`src/rtl/bip_uart_host.sv`:
```
// Host-side initiator for the BIP UART command protocol: serializes one command into
// UART bytes and gathers the reply into a single response beat. Optional macro: RESP_TIMEOUT_EN.
module bip_uart_host #(
    parameter int SIZE           = 8,
    parameter int DATA_LENGTH    = 16,
    parameter int ADDR_LENGTH    = 11,
    parameter int TIMEOUT_CYCLES = 100000
) (
    input  logic                   clk,
    input  logic                   reset,
    input  logic                   cmd_valid,
    output logic                   cmd_ready,
    input  logic [7:0]             cmd_code,
    input  logic [ADDR_LENGTH-1:0] cmd_addr,
    input  logic [DATA_LENGTH-1:0] cmd_data,
    output logic                   tx_start,
    output logic [SIZE-1:0]        d_out,
    input  logic                   tx_done,
    input  logic                   rx_done,
    input  logic [SIZE-1:0]        d_in,
    output logic                   rsp_valid,
    output logic [DATA_LENGTH-1:0] rsp_data,
    output logic [DATA_LENGTH-1:0] rsp_acc,
    output logic [DATA_LENGTH-1:0] rsp_pc,
    output logic                   err,
    output logic                   busy,
    output logic                   timeout
);
    localparam logic [7:0] C_ST = 8'h01, C_PM = 8'h02, C_DM = 8'h03, C_RE = 8'h04, C_TP = 8'h05;

    typedef enum logic [2:0] {S_IDLE, S_SEND, S_WAIT_TX, S_RECV, S_DONE, S_ERR} state_t;

    state_t                 r_state;
    logic [7:0]             r_code;
    logic [ADDR_LENGTH-1:0] r_addr;
    logic [DATA_LENGTH-1:0] r_data;
    logic [2:0]             r_tx_idx;
    logic [1:0]             r_rx_idx;
    logic [4*SIZE-1:0]      r_rxv;
    logic                   r_cmd_ready, r_tx_start, r_rsp_valid, r_err;
    logic [SIZE-1:0]        r_d_out;
    logic [DATA_LENGTH-1:0] r_rsp_data, r_rsp_acc, r_rsp_pc;

    logic [2*SIZE-1:0] w_addr_ext;
    logic [2:0]        w_n_tx, w_n_rx;
    logic              w_tx_last, w_rx_last, w_tmo, w_finish;
    logic [4*SIZE-1:0] w_rxv_next, w_fin_v;

    function automatic logic known_code(input logic [7:0] c);
        return (c >= C_ST) && (c <= C_TP);
    endfunction

    function automatic logic [2:0] tx_count(input logic [7:0] c);
        case (c)
            C_PM, C_DM: return 3'd5;
            C_RE:       return 3'd3;
            default:    return 3'd1;
        endcase
    endfunction

    function automatic logic [2:0] rx_count(input logic [7:0] c);
        case (c)
            C_PM, C_DM: return 3'd0;
            C_RE:       return 3'd2;
            default:    return 3'd4;
        endcase
    endfunction

    function automatic logic [SIZE-1:0] tx_byte(input logic [2:0] idx, input logic [7:0] c,
                                                input logic [2*SIZE-1:0] a,
                                                input logic [DATA_LENGTH-1:0] d);
        case (idx)
            3'd0:    return SIZE'(c);
            3'd1:    return a[SIZE-1:0];
            3'd2:    return a[2*SIZE-1:SIZE];
            3'd3:    return d[SIZE-1:0];
            default: return d[2*SIZE-1:SIZE];
        endcase
    endfunction

    always_comb begin
        w_addr_ext = '0;
        w_addr_ext[ADDR_LENGTH-1:0] = r_addr;
    end

    assign w_n_tx    = tx_count(r_code);
    assign w_n_rx    = rx_count(r_code);
    assign w_tx_last = (r_tx_idx == w_n_tx - 3'd1);
    assign w_rx_last = (r_rx_idx == 2'(w_n_rx - 3'd1));

    always_comb begin
        w_rxv_next = r_rxv;
        w_rxv_next[r_rx_idx*SIZE +: SIZE] = d_in;
    end

    // A reply byte always wins over a coincident timeout; missing bytes stay zero.
    assign w_fin_v  = rx_done ? w_rxv_next : r_rxv;
    assign w_finish = (r_state == S_RECV) && ((rx_done && w_rx_last) || w_tmo);

`ifdef RESP_TIMEOUT_EN
    localparam int TW = $clog2(TIMEOUT_CYCLES + 1);
    logic [TW-1:0] r_tcnt;
    logic          r_timeout;

    assign w_tmo = (r_state == S_RECV) && !rx_done && (r_tcnt == TW'(TIMEOUT_CYCLES - 1));

    // r_tcnt holds the number of cycles elapsed since the last reply byte (or end of send).
    always_ff @(posedge clk or negedge reset) begin
        if (!reset) begin
            r_tcnt    <= '0;
            r_timeout <= 1'b0;
        end else begin
            r_timeout <= w_tmo;
            if (r_state == S_RECV)
                r_tcnt <= rx_done ? TW'(1) : r_tcnt + TW'(1);
            else
                r_tcnt <= TW'(1);
        end
    end
    assign timeout = r_timeout;
`else
    assign w_tmo   = 1'b0;
    assign timeout = 1'b0;
`endif

    always_ff @(posedge clk or negedge reset) begin
        if (!reset) begin
            r_state     <= S_IDLE;
            r_code      <= '0;
            r_addr      <= '0;
            r_data      <= '0;
            r_tx_idx    <= '0;
            r_rx_idx    <= '0;
            r_rxv       <= '0;
            r_cmd_ready <= 1'b1;
            r_tx_start  <= 1'b0;
            r_rsp_valid <= 1'b0;
            r_err       <= 1'b0;
            r_d_out     <= '0;
            r_rsp_data  <= '0;
            r_rsp_acc   <= '0;
            r_rsp_pc    <= '0;
        end else begin
            r_tx_start  <= 1'b0;
            r_rsp_valid <= 1'b0;
            r_err       <= 1'b0;
            case (r_state)
                S_IDLE: if (cmd_valid) begin
                    r_code      <= cmd_code;
                    r_addr      <= cmd_addr;
                    r_data      <= cmd_data;
                    r_cmd_ready <= 1'b0;
                    r_tx_idx    <= '0;
                    r_rx_idx    <= '0;
                    r_rxv       <= '0;
                    if (known_code(cmd_code)) begin
                        r_tx_start <= 1'b1;
                        r_d_out    <= SIZE'(cmd_code);
                        r_state    <= S_SEND;
                    end else begin
                        r_err   <= 1'b1;
                        r_state <= S_ERR;
                    end
                end
                S_ERR: begin
                    r_cmd_ready <= 1'b1;
                    r_state     <= S_IDLE;
                end
                S_SEND: r_state <= S_WAIT_TX;
                S_WAIT_TX: if (tx_done) begin
                    if (!w_tx_last) begin
                        r_tx_idx   <= r_tx_idx + 3'd1;
                        r_tx_start <= 1'b1;
                        r_d_out    <= tx_byte(r_tx_idx + 3'd1, r_code, w_addr_ext, r_data);
                        r_state    <= S_SEND;
                    end else if (w_n_rx == 3'd0) begin
                        r_rsp_valid <= 1'b1;
                        r_state     <= S_DONE;
                    end else begin
                        // The responder may answer in the very cycle the last byte completes.
                        r_state <= S_RECV;
                        if (rx_done) begin
                            r_rxv[SIZE-1:0] <= d_in;
                            r_rx_idx        <= 2'd1;
                        end
                    end
                end
                S_RECV: if (rx_done) begin
                    r_rxv    <= w_rxv_next;
                    r_rx_idx <= r_rx_idx + 2'd1;
                end
                S_DONE: begin
                    r_cmd_ready <= 1'b1;
                    r_state     <= S_IDLE;
                end
                default: r_state <= S_IDLE;
            endcase

            if (w_finish) begin
                r_rsp_valid <= 1'b1;
                r_state     <= S_DONE;
                if (r_code == C_RE) begin
                    r_rsp_data <= w_fin_v[2*SIZE-1:0];
                end else begin
                    r_rsp_acc <= w_fin_v[2*SIZE-1:0];
                    r_rsp_pc  <= w_fin_v[4*SIZE-1:2*SIZE];
                end
            end
        end
    end

    assign cmd_ready = r_cmd_ready;
    assign busy      = ~r_cmd_ready;
    assign tx_start  = r_tx_start;
    assign d_out     = r_d_out;
    assign rsp_valid = r_rsp_valid;
    assign rsp_data  = r_rsp_data;
    assign rsp_acc   = r_rsp_acc;
    assign rsp_pc    = r_rsp_pc;
    assign err       = r_err;
endmodule

```
`config.mk`:
```
export PLATFORM = sky130hd
export DESIGN_NAME = bip_uart_host
export DESIGN_NICKNAME = d
export VERILOG_FILES = /design/src/rtl/bip_uart_host.sv
export SDC_FILE = /design/constraint.sdc
export NUM_CORES = 1
export LEC_CHECK = 0
export BUFFER_PORTS_ARGS = -buffer_cell sky130_fd_sc_hd__buf_4
export CAP_MARGIN = 20
export CORE_AREA = 2 2 145 111
export DETAILED_ROUTE_END_ITERATION = 10
export DIE_AREA = 0 0 147 113
export GPL_TIMING_DRIVEN = 0
export SKIP_LAST_GASP = 1
export SLEW_MARGIN = 20
export SYNTH_ARGS = -nofsm -noshare
export SYNTH_HDL_FRONTEND = slang
export SYNTH_SLANG_ARGS = --single-unit
```
`constraint.sdc`:
```
create_clock -name clk -period 3.8 [get_ports clk]
set_input_delay 0.38 -clock clk [delete_from_list [all_inputs] [get_ports clk]]
set_output_delay 0.38 -clock clk [all_outputs]
set_load 0.1 [all_outputs]
```
==> results of run 1 <==
[worst reg2reg max path, cell delays in order (launching register included)]
cell and delay, ns:
dfrtp_1 0.40, clkbuf_1 0.20, inv_1 0.19, ha_1 0.29, nand2_1 0.29, nor3_1 0.59, clkbuf_1 0.42, a22o_1 0.27
mux2_2 0.17
[final cells by class]
type,count,area (um2)
repair buffers,102,796
flip-flops and latches,135,3380
inverters,9,33.8
well taps,205,256
fillers,1372,7340
clock buffers,22,464
multi-input cells,403,2540
plain buffers,40,170
clock inverters,8,146
[timing repair]
item                                    in CTS  in global routing
endpoints found under the setup margin       0                  0
hold endpoints to repair                    69                  0
hold buffers                                 1                  0
[kinds of logic (layout without fill, tap and decap cells)]
group	after synthesis	after routing	share of synthesized area
multiplexers	27	27	0.0544
AO/OA/AOI/OAI	153	153	0.181
flip-flops	135	135	0.552
XOR/XNOR	1	1	0.00143
other	1	1	0.000613
adder cells (fa/ha/maj)	9	9	0.0184
buffers and inverters	49	181	0.0333
AND/OR/NAND/NOR	212	212	0.158
[metrics by stage]
step | cell area (um2) | std cells
3_5_place_dp | 7170 | 893
5_1_grt | 7790 | 924
4_1_cts | 7790 | 924
2_1_floorplan | 6120 | 587
6_report | 7790 | 924
3_3_place_gp | 7130 | 892
[metal layers]
layer | global-route usage | up-vias
li1 | - | 2345
met3 | 0.0456 | 19
met5 | 0 | -
met2 | 0.280 | 169
met1 | 0.322 | 2467
met4 | 0.0673 | 0
[state kept, by name (all words and copies together), names as in the netlist, 8 cells and up]
name      cells
rsp_pc       16
r_data       16
r_code        8
r_addr       11
rsp_acc      16
d_out         8
r_rxv        32
rsp_data     16
[worst max-delay path by stage]
stage | from | to | slack, ns
2_1_floorplan | r_rx_idx[0] | r_rxv[24] | 1.42
3_3_place_gp | r_rx_idx[0] | r_rxv[31] | 0.94
3_5_place_dp | r_rx_idx[0] | rsp_data[4] | 0.99
4_1_cts | r_rx_idx[0] | rsp_acc[4] | 0.96
5_1_grt | r_rx_idx[0] | rsp_data[4] | 0.74
6_report | r_rx_idx[0] | rsp_acc[4] | 0.93
[report_power, final]
group          leakage (nW)  switching, W  total [W]  internal, W
registers              1.77      0.000316    0.00222      0.00191
logic                  1.71       0.00278    0.00376     0.000986
clock network         0.296      0.000610    0.00174      0.00113
[synthesized netlist by cell type (all sizes together), types with 4 or more instances]
library cell	instances	area, um2
a21oi	44	220
a221o	8	80.1
a222oi	8	80.1
a22o	38	333
a22oi	24	180
a31oi	4	25.0
and2	8	50.1
and3	10	62.6
buf	19	91.3
clkbuf	21	78.8
dfrtp	134	3350
ha	9	113
inv	9	33.8
mux2	26	323
nand2	118	443
nor2	46	173
nor3	7	35.0
o21ai	11	55.1
==> summary.md, run 1 <==
| Metric | Value |
|---|---|
| Outcome | `complete, no violations` |
| CP Cell Sequence | `clkbuf_1 > inv_1 > ha_1 > nand2_1 > nor3_1 > clkbuf_1 > a22o_1 > mux2_2` |
| Final Hold Fails | `0` |
| WP data arrival | `3.23 ns` |
| Vias | `5000` |
| Pin count of the biggest net entering global routing | `72` |
| TNS Setup | `0 ns` |
| Biggest cell delay along the critical path | `0.59 ns` |
| Setup WS post-layout | `slightly above 0.9 ns` |
| Top FF cell, synth | `dfrtp_1` |
| Synthesis-stage register bit count | `~140` |
| Synth warn | `0` |
| Hold path startpoint | `cmd_data[7]` |
| Initial antenna violation count | `0` |
| DR iter-0 viols | `528` |
| CP startpoint kind | `flop` |
| Post-CTS Setup Repair Bufs | `0` |
| Area Overhead vs Synth | `27.3%` |
| Critical Path End Type | `flop` |
| RSZ-0062 raised after global routing | `false` |
| Worst Hold Depth | `3` |
| GRT Total Usage | `0.206` |
| Crit path top cell by count | `clkbuf_1` |
| EDFF count, synth | `0` |
| DR vias/cell | `5.41` |
| Number of port buffers | `100` |
| CP bufs+invs | `3` |
| Num CTS Buffers | `17` |
| Initial Util | `0.404` |
| Crit share post-route | `0.755` |
| Syn_nets | `644` |
| Worst vdd ir | `0.000436 V` |
| TritonCTS clock tree | `yes` |
| Global route overflow | `0` |
| Register area share after synthesis | `0.552` |
| H-Tree Depth | `4` |
| Clock skew | `0.00830 ns` |
| Root Buffer | `clkbuf_16` |
| CP max stage cell | `nor3_1` |
| Fmax | `0.349 GHz` |
| Crit path depth | `8` |
| CTS max path bufs | `2` |
| Share of cells above drive strength 1 | `0.243` |
| NumNets Final | `about 770` |
| Hold Path End | `r_data[7]` |
| Clock Sinks | `135` |
| Max layer used | `met4` |
| Syn avg cell area | `about 10 um2` |
| Detailed-placement wirelength estimate | `between 10000 and 15000 um` |
| Total Power | `0.00772 W` |
| Ys async rst share | `1.00` |
| Wire per inst | `17.9 um` |
| CP Class | `reg -> reg` |
| WL met2 | `6930 um` |
| I/O pin cnt | `110` |
| Leak | `3.78 nW` |
| First-pass GRT wire length | `between 20000 and 30000 um` |
| Reg2reg start | `r_rx_idx[0]` |
| Place WS | `0.987 ns` |
| First-pass iteration count of the detailed router | `5` |
| Die span in y | `113 um` |
| Final slew viol count | `0` |
| DR DRC count | `0` |
| Worst relative slew slack | `0.380` |
| Routed Antenna Nets | `0` |
| Row count | `39` |
| Reg-to-reg endpoint | `rsp_acc[4]` |
| Worst Path Max Fanout | `10` |
| Min-delay worst type | `in -> reg` |
| Most frequent cells in the layout | `134 x dfrtp_1, 118 x nand2_1, 101 x buf_4, 46 x nor2_1, 44 x a21oi_1` |
| Total Die Area | `between 0.015 and 0.02 mm2` |
| FF-to-FF path depth | `8` |
| CORE AREA | `0.0151 mm2` |
| Met3 routed WL | `approximately 1000 um` |
| Post-synthesis cell area | `between 0.006 and 0.007 mm2` |
| WL met1 | `8410 um` |
| Cells after synthesis | `between 500 and 600` |
| # Max-Cap Violations | `0` |
| CP top delay family | `simple AND/OR/NAND/NOR gates` |
| Register-to-register setup slack | `approximately 0.93 ns` |
| Post-cts resize count | `0` |
| Number of diodes | `0` |
| Routability cong. | `0.811` |
| Die span in x | `147 um` |
| Reg clk slew, reported paths | `0.06 ns` |
| CP required | `4.16 ns` |
| Clk_lat worst skew | `0.42 ns` |
| Number of global-route vias before repair | `4906` |
| Minimum clock period | `2.87 ns` |
| # setup viols final | `0` |
| Final core occ | `0.515` |
| Total wire length | `16600 um` |
| Commonest non-fill, non-tap cell in the layout | `dfrtp_1` |
| Power per Cell Area | `992 mW/mm2` |
| Worst-Margin Slew | `0.906 ns` |
| Hold Slack | `roughly 0.15 ns` |
| Distinct cells, synth | `56` |
(Power assumes the default switching activity.)
==> run 2: changes to the inputs <==
- clock period: 3.8 -> 2.47 ns (I/O delays scaled with it)
==> summary.md, run 2 (synthesized netlist as in run 1, its figures left out) <==
| Metric | Value |
|---|---|
| Outcome | `complete, no violations` |
| CP bufs+invs | `1 (-2)` |
| Placed instance area | `0.00717 mm2 (unchanged)` |
| Critical Path End Type | `flop` |
| NumNets Final | `766 (+0.13%)` |
| Final Non-Filler Cells | `925 (+0.11%)` |
| Worst Path Max Fanout | `4 (-6)` |
| Final Cell Area | `0.00791 mm2 (+1.5%)` |
| Final slew viol count | `0 (unchanged)` |
| Clock Sinks | `135 (unchanged)` |
| TNS Setup | `0 ns (unchanged)` |
| Max reg flops | `32 (unchanged)` |
| Fmax | `0.408 GHz (+17%)` |
| I/O pin cnt | `110 (unchanged)` |
| Row count | `39 (unchanged)` |
| Share of cells above drive strength 1 | `0.268 (+0.0247)` |
| DR iter-0 viols | `544 (+3.0%)` |
| Detailed-placement wirelength estimate | `11600 um (unchanged)` |
| Minimum clock period | `2.45 ns (-0.418 ns)` |
| Clock share of power | `0.222 (-0.003)` |
| Total wire length | `16700 um (+0.60%)` |
| Wire per inst | `18.0 um (+0.50%)` |
| CTS max path bufs | `2 (unchanged)` |
| Num CTS Buffers | `17 (unchanged)` |
| Die span in y | `113 um (unchanged)` |
| Total Power | `0.0120 W (+56%)` |
| Power Internal | `0.00625 W (+55%)` |
| Total Die Area | `0.0166 mm2 (unchanged)` |
| CP Class | `reg -> reg` |
| Number of global-route vias before repair | `4922 (+0.33%)` |
| Area Overhead vs Synth | `29.2%` |
| Worst vdd ir | `0.000671 V (+54%)` |
| Commonest non-fill, non-tap cell in the layout | `dfrtp_1` |
| Final Hold Fails | `0 (unchanged)` |
| Comb power frac | `0.491 (+0.004)` |
| First-pass iteration count of the detailed router | `5 (unchanged)` |
| Root Buffer | `clkbuf_16` |
| TritonCTS clock tree | `yes` |
| First-pass GRT wire length | `26700 um (+0.63%)` |
| Power per Cell Area | `1520 mW/mm2 (+53%)` |
| Routed Antenna Nets | `0 (unchanged)` |
| DR vias/cell | `5.43 (+0.37%)` |
| Reg clk slew, reported paths | `0.06 ns (about the same)` |
| CP max stage cell | `or4_4` |
| Global route overflow | `0 (unchanged)` |
| Seq pwr share | `0.287 (about the same)` |
| FILL cells | `1356 (-1.2%)` |
| Clk_lat worst skew | `0.42 ns (about the same)` |
| Leak | `3.85 nW (+1.7%)` |
| Crit share post-route | `0.992 (+0.237)` |
| CP startpoint kind | `flop` |
| # Max-Cap Violations | `0 (unchanged)` |
| DR DRC count | `0 (unchanged)` |
| Routability cong. | `0.811 (unchanged)` |
| CP required | `2.78 ns (-1.38 ns)` |
| GRT Total Usage | `0.207 (+0.00125)` |
| Vias | `5024 (+0.48%)` |
| Clock skew | `0.0114 ns (+0.00312 ns)` |
| Worst relative slew slack | `0.388 (+0.00798)` |
| WP data arrival | `2.76 ns (-0.47 ns)` |
| Worst-Margin Slew | `0.895 ns (-0.0117 ns)` |
| Die span in x | `147 um (unchanged)` |
| Top reg by flops | `r_rxv` |
| Pin count of the biggest net entering global routing | `72 (unchanged)` |
| Place WS | `-0.343 ns (-1.33 ns)` |
| Initial antenna violation count | `0 (unchanged)` |
| Number of diodes | `0 (unchanged)` |
| Switching Share | `0.480 (+0.000963)` |
| Initial Util | `0.404 (unchanged)` |
| Most frequent cells in the layout | `134 x dfrtp_1, 117 x nand2_1, 105 x buf_4, 46 x nor2_1, 43 x a21oi_1` |
| H-Tree Depth | `4 (unchanged)` |
| CP Cell Sequence | `or4_4 > or2_4 > or3_4 > buf_4 > and4_2 > mux2_2` |
| Placed cells | `893 (unchanged)` |
| CORE AREA | `0.0151 mm2 (unchanged)` |
| Number of port buffers | `100 (unchanged)` |
| Setup WS post-layout | `0.0195 ns (-0.912 ns)` |
| # setup viols final | `0 (unchanged)` |
| Biggest cell delay along the critical path | `0.58 ns (about the same)` |
| CP top delay family | `simple AND/OR/NAND/NOR gates` |
| RSZ-0062 raised after global routing | `true` |
| Net Sw Power | `0.00578 W (+56%)` |
| Min-delay worst type | `in -> reg` |
[run 2: worst reg2reg max path, stage by stage (launching register included)]
cell and delay [ns]:
dfrtp_1 0.41, or4_4 0.58, or2_4 0.27, or3_4 0.40, buf_4 0.15, and4_2 0.26, mux2_2 0.27
[run 2: worst paths after layout]
check | start | slack (ns) | endpoint | cells past startpoint
max in group asynchronous | reset | 1.37 | r_rxv[16] | 3
hold reg to reg | r_addr[10] | 0.48 | r_addr[10] | 2
setup / recovery | r_code[5] | 0.02 | r_tx_idx[1] | 6
setup reg to reg | r_code[5] | 0.02 | r_tx_idx[1] | 6
min in group asynchronous | reset | 0.39 | r_addr[6] | 2
hold / removal | cmd_data[7] | 0.009 | r_data[7] | 3
[run 2: layer usage]
layer  global-route usage  up-vias  part of all wire
li1                     -     2345                 -
met1                0.325     2487              0.51
met2                0.280      172              0.42
met3               0.0460       20             0.056
met4               0.0692        0             0.014
met5                    0        -                 0
[run 2: power by group through the flow]
| stage | clock network [W] | logic [W] | registers, W |
|---|---|---|---|
| after CTS | 0.00271 | 0.00584 | 0.00344 |
| final | 0.00267 | 0.00591 | 0.00345 |
| after detailed placement | 0 | 0.00574 | 0.00344 |
| after global routing | 0.00282 | 0.00624 | 0.00355 |
| after floorplan | 0 | 0.00204 | 0.00571 |
| after global placement | 0 | 0.00567 | 0.00341 |
[run 2: timing repair]
action / 4_1_cts / 5_1_grt
setup endpoints to repair: 82 / 73
hold buffers: 2 / 0
gates resized for setup: 15 / 9
setup buffers: 3 / 1
pin swaps: 4 / 3
endpoints found under the hold margin: 70 / 0
[run 2: cell type report]
type,instances,area (um2),share of cell area
flip-flops and latches,135,3380,0.427
repair buffers,107,836,0.106
inverters,9,33.8,0.00427
clock inverters,8,146,0.0185
plain buffers,36,163,0.0206
well taps,205,256,0.0324
multi-input cells,403,2630,0.332
clock buffers,22,464,0.0587
[run 2: stage by stage]
stage          hold slack, ns  utilization
3_5_place_dp            0.250        0.474
3_3_place_gp            0.438        0.471
5_1_grt               0.00847        0.523
2_1_floorplan         -0.0486            -
6_report              0.00940        0.523
4_1_cts            0.00000261        0.521
